<file path="src/rtl/prio_req_encoder.sv">
// prio_req_encoder: registered N-input priority encoder.
// Request pulses are latched into a pending register. One winner at a time
// is presented on out_idx under a valid/ack handshake. The winner is chosen by
// fixed priority (highest index) or by round-robin from the last accepted index.
//
// Handshake: out_valid=1 means out_idx holds a winner that stays stable until
// an edge where out_ack=1 (and clr_all=0). That edge clears pending[out_idx]
// and drops out_valid. At least one out_valid=0 cycle follows before the next
// grant. out_ack is ignored while out_valid=0.
module prio_req_encoder #(
  parameter int N       = 8,
  parameter int RR_MODE = 0
) (
  input  logic                 clk,
  input  logic                 rst_n,
  input  logic [N-1:0]         req,
  input  logic [N-1:0]         mask,
  input  logic                 clr_all,
  input  logic                 out_ack,
  output logic                 out_valid,
  output logic [$clog2(N)-1:0] out_idx,
  output logic                 any_pending,
  output logic [N-1:0]         pending,
  output logic                 dbg_state_o
);

  localparam int W = $clog2(N);

  typedef enum logic {
    S_IDLE  = 1'b0,
    S_GRANT = 1'b1
  } state_e;

  state_e         state_q, state_d;
  logic [N-1:0]   pending_q, pending_d;
  logic [W-1:0]   idx_q, idx_d;
  logic [W-1:0]   last_q, last_d;

  logic [N-1:0]   eligible;
  logic [N-1:0]   clr_mask;
  logic           ack_fire;
  logic [W-1:0]   sel_idx;
  logic           sel_found;

  assign eligible = pending_q & mask;

  // An ack only counts while a grant is held; clr_all overrides it.
  assign ack_fire = (state_q == S_GRANT) && out_ack && !clr_all;
  assign clr_mask = ack_fire ? (N'(1) << idx_q) : '0;

  // Winner selection among eligible lines.
  always_comb begin
    int j;
    sel_idx   = '0;
    sel_found = 1'b0;
    j         = 0;
    if (RR_MODE == 0) begin
      // Ascending scan; the last hit is the highest set index.
      for (int i = 0; i < N; i++) begin
        if (eligible[W'(i)]) begin
          sel_idx   = W'(i);
          sel_found = 1'b1;
        end
      end
    end else begin
      // Scan offsets from farthest to nearest so the last hit is the first
      // set bit at or after (last+1) mod N in wrapping ascending order.
      for (int k = N; k >= 1; k--) begin
        j = int'(last_q) + k;
        if (j >= N) j = j - N;
        if (eligible[W'(j)]) begin
          sel_idx   = W'(j);
          sel_found = 1'b1;
        end
      end
    end
  end

  // State and datapath registers with asynchronous active-low reset.
  always_ff @(posedge clk or negedge rst_n) begin
    if (!rst_n) begin
      state_q   <= S_IDLE;
      pending_q <= '0;
      idx_q     <= '0;
      last_q    <= W'(N - 1);
    end else begin
      state_q   <= state_d;
      pending_q <= pending_d;
      idx_q     <= idx_d;
      last_q    <= last_d;
    end
  end

  // Next-state logic: grant when something is eligible, release on ack or clear.
  always_comb begin
    state_d   = state_q;
    idx_d     = idx_q;
    last_d    = last_q;
    // Clearing before OR-ing req lets a same-cycle request survive its own ack.
    pending_d = (pending_q & ~clr_mask) | req;
    if (clr_all) begin
      state_d   = S_IDLE;
      pending_d = '0;
    end else begin
      case (state_q)
        S_IDLE: begin
          if (sel_found) begin
            state_d = S_GRANT;
            idx_d   = sel_idx;
          end
        end
        S_GRANT: begin
          if (ack_fire) begin
            state_d = S_IDLE;
            last_d  = idx_q;
          end
        end
        default: state_d = S_IDLE;
      endcase
    end
  end

  // Outputs come straight from registers; any_pending ignores the live req.
  always_comb begin
    out_valid   = (state_q == S_GRANT);
    out_idx     = idx_q;
    pending     = pending_q;
    any_pending = |eligible;
    dbg_state_o = state_q;
  end

endmodule
</file>
<file path="config.mk">
export PLATFORM = sky130hd
export DESIGN_NAME = prio_req_encoder
export DESIGN_NICKNAME = d
export VERILOG_FILES = /design/src/rtl/prio_req_encoder.sv
export SDC_FILE = /design/constraint.sdc
export NUM_CORES = 1
export LEC_CHECK = 0
export ABC_AREA = 1
export CAP_MARGIN = 20
export CORE_MARGIN = 2
export CORE_UTILIZATION = 38
export CTS_CLUSTER_DIAMETER = 30
export CTS_CLUSTER_SIZE = 40
export DETAILED_ROUTE_END_ITERATION = 10
export MAX_ROUTING_LAYER = met4
export PLACE_DENSITY = 0.81
export SLEW_MARGIN = 20
export SYNTH_ARGS = -nofsm -noshare
export SYNTH_HDL_FRONTEND = slang
export SYNTH_SLANG_ARGS = --single-unit
</file>
<file path="constraint.sdc">
create_clock -name clk -period 2.1 [get_ports clk]
set_input_delay 0.63 -clock clk [delete_from_list [all_inputs] [get_ports clk]]
set_output_delay 0.63 -clock clk [all_outputs]
set_load 0.005 [all_outputs]
</file>
==> run_results.csv <==
group,metric,value,unit
grt,grt_antenna_before_repair,0,
critical_path,cpMostUsedCell,"nand2_2",
synth,yosys-top-cells-area,"dfrtp_1 (48%), nand2_1 (17%), nor2_1 (7.3%)",
die,initial_core_util,0.421,
grt,grt_overflow,0,
clock_network,ctsLongestPathBuffers,2,
synth,synth-edff-count,0,
synth,synth_cell_types,16,
timing,hold_viol_final,0,
synth,synthArstFlopShare,1.00,
routing,drcViolationCount,0,
clock_network,clk_pin_slew,70,ps
synth,synth_top_family_by_area,"simple AND/OR/NAND/NOR gates",
power,switching_share,0.308,
synth,netlist_instances,76,
die,dieArea,1820,um2
grt,grt_pass1_vias,833,
critical_path,cp-end-kind,"output pin",
critical_path,path_buf_inv,3,
synth,synth_area,568,um2
clock_network,clock_sinks,11,
timing,slew_headroom,0.662,
synth,synth_top_area_frac,0.485,
routing,dr.pass1.iters,4,
timing,finalSetupViolCount,0,
power,p_clk_frac,0.227,
clock_network,clock_latency,270,ps
synth,ys_seq_area_frac,0.485,
power,p_seq_frac,0.400,
synth,synth.area.mux_share,0,
die,fp.dieW,42.7,um
timing,finalCritPeriodShare,0.979,
run_status,status,"completed",
grt,grt_start_max_net_pins,12,
power,p_total,663,uW
synth,yosysWarnings,0,
die,coreArea,1350,um2
synth,synth-xor-area-share,0,
power,powerDensity,581,nW/um2
routing,wl_per_cell,15.6,um
critical_path,criticalPathCategory,"in2out",
timing,setup_tns,0,ps
power,pwr-share-comb,0.372,
worst_hold_path,hold_path_class,"reg2reg",
placement,gp_congestion,0.808,
timing,max_freq,0.487,GHz
clock_network,h-tree-depth,1,
placement,hpwl,1030,um
critical_path,crit_path_start_kind,"input pin",
grt,grt_pass1_wl,3840,um
clock_network,cts_inserted_buffers,3,
critical_path,crit_fanout,2,
critical_path,slowest_stage,"dlygate4sd2_1",
synth,yosys.area_share.adder,0,
synth,ys_seq_elements,11,
critical_path,crit_arrival,1420,ps
critical_path,path_cells,"dlygate4sd2_1, nand2_1, nand2_2, inv_1, nand2_2, or2_1, buf_2",
timing,fin_crit,2050,ps
synth,postSynthNetCount,96,
routing,ant_nets,0,
die,num_rows,13,
synth,synth-simple-area-share,0.337,
synth,synth_compound_area_frac,0.0595,
routing,drt_wl_total,2390,um
synth,ys_top_cells_by_count,"nand2_1 (26), dfrtp_1 (11), nor2_1 (11), inv_1 (10), a21oi_1 (4)",
synth,synth_area_leader_cell,"dfrtp_1",
power,irDropWorstVdd,351,uV
power,switchingPower,204,uW
placement,portBuffers,32,
grt,track_usage,0.297,
synth,syn_avg_cell_area,7.47,um2
clock_network,cts-root-buf,"clkbuf_4",
routing,first_iter_violations,22,
routing,viasPerCell,5.22,
critical_path,crit_family,"buffers and inverters",
power,p_int,459,uW
synth,synth_flop_cell,"dfrtp_1",
finish,final_nets,159,
finish,diodes,0,
routing,vias,798,
finish,syn2layout_area_growth,101,%
run,cap_violations,0,
timing,drv_slew,0,
die,io_pins,34,
power,power_leakage,0.584,nW
die,die_h,42.7,um
timing,worstMarginPinSlew,505,ps
clock_network,cts_tree,"built",
timing,finClkSkew,3.06,ps
synth,yosysMostFrequentCell,"nand2_1",
critical_path,cp_slowest_stage_delay,240,ps
timing,rsz0062_at_grt,"no",
critical_path,required,1470,ps
finish,drive_gt1_frac,0.333,
finish,nFillCells,69,
clock_network,holdBufCountCts,0,
stage by stage:
stage / setup WS (ps) / utilization / hold WS, ps / std cells / instance area [um2]
2_1_floorplan: 374 / - / 334 / 76 / 568
6_report: 45.1 / 0.845 / 577 / 153 / 1140
5_1_grt: 7.02 / 0.845 / 590 / 153 / 1140
3_5_place_dp: -495 / 0.675 / 520 / 124 / 911
3_3_place_gp: -494 / 0.675 / 506 / 124 / 911
4_1_cts: 40.1 / 0.822 / 537 / 153 / 1110
worst paths after layout:
| path | start | slack, ps | cells after the start | to |
|---|---|---|---|---|
| worst max-delay path | mask[0] | 50 | 7 | any_pending |
| worst min-delay path | pending[6] | 580 | 2 | pending[6] |
| worst max register to register | pending[3] | 180 | 13 | out_idx[0] |
| max in group asynchronous | rst_n | 1070 | 1 | pending[7] |
| worst min register to register | pending[6] | 580 | 2 | pending[6] |
| min in group asynchronous | rst_n | 690 | 1 | pending[0] |
registers in the layout, summed over array words and instances, names as in the netlist:
| signal | flops |
|---|---|
| dbg_state_o | 1 |
| out_idx | 2 |
| pending | 8 |
power by group through the flow:
stage	clock [mW]	sequential (mW)	combinational, mW
floorplan	0	0.264	0.0616
global placement	0	0.264	0.164
detailed placement	0	0.265	0.167
CTS	0.147	0.262	0.215
global route	0.166	0.269	0.266
finish	0.151	0.265	0.247
cell families (layout without fill, tap and decap cells):
logic type,after synthesis,count (layout)
other,1,1
buffers and inverters,13,75
AND/OR/NAND/NOR,45,45
AO/OA/AOI/OAI,6,6
flip-flops,11,11
placed cells by master (no fill, tap or decap), drive strengths merged:
master	instances
a21oi	4
buf	30
clkbuf	4
clkdlybuf4s15	3
clkdlybuf4s50	23
conb	1
dfrtp	11
dlygate4sd2	5
inv	10
nand2	28
nand3	2
nand4	1
nor2	13
o21ai	2
or2	1
area by class of cell:
class                           count  area (um2)  area share
Clock buffer                        4        26.3      0.0230
Tap cell                           15        18.8      0.0164
Multi-Input combinational cell     52         256       0.225
Inverter                           10        37.5      0.0329
Sequential cell                    11         275       0.241
Timing Repair Buffer               61         527       0.462
layer usage:
layer | share of wire | global-route usage | vias up
li1 | - | - | 349
met1 | 0.38 | 0.325 | 375
met2 | 0.47 | 0.485 | 55
met3 | 0.080 | 0.0681 | 19
met4 | 0.063 | 0.181 | 0
met5 | 0 | - | -
worst reg2reg max path, cell delays in order (launching register included):
cell and delay [ps]:
dfrtp_1 400, nand2_2 80, buf_4 130, buf_4 120, buf_4 120, buf_4 120, buf_4 120, buf_4 120
buf_4 120, buf_4 130, buf_4 120, nand2_1 110, nand3_2 100, nand2_1 70
timing repair:
action	CTS	global route
setup buffers	25	1
pin swaps	7	6
resized for setup	12	13
endpoints found under the setup margin	1	4
Note: power is estimated with default switching activity, not from simulation.
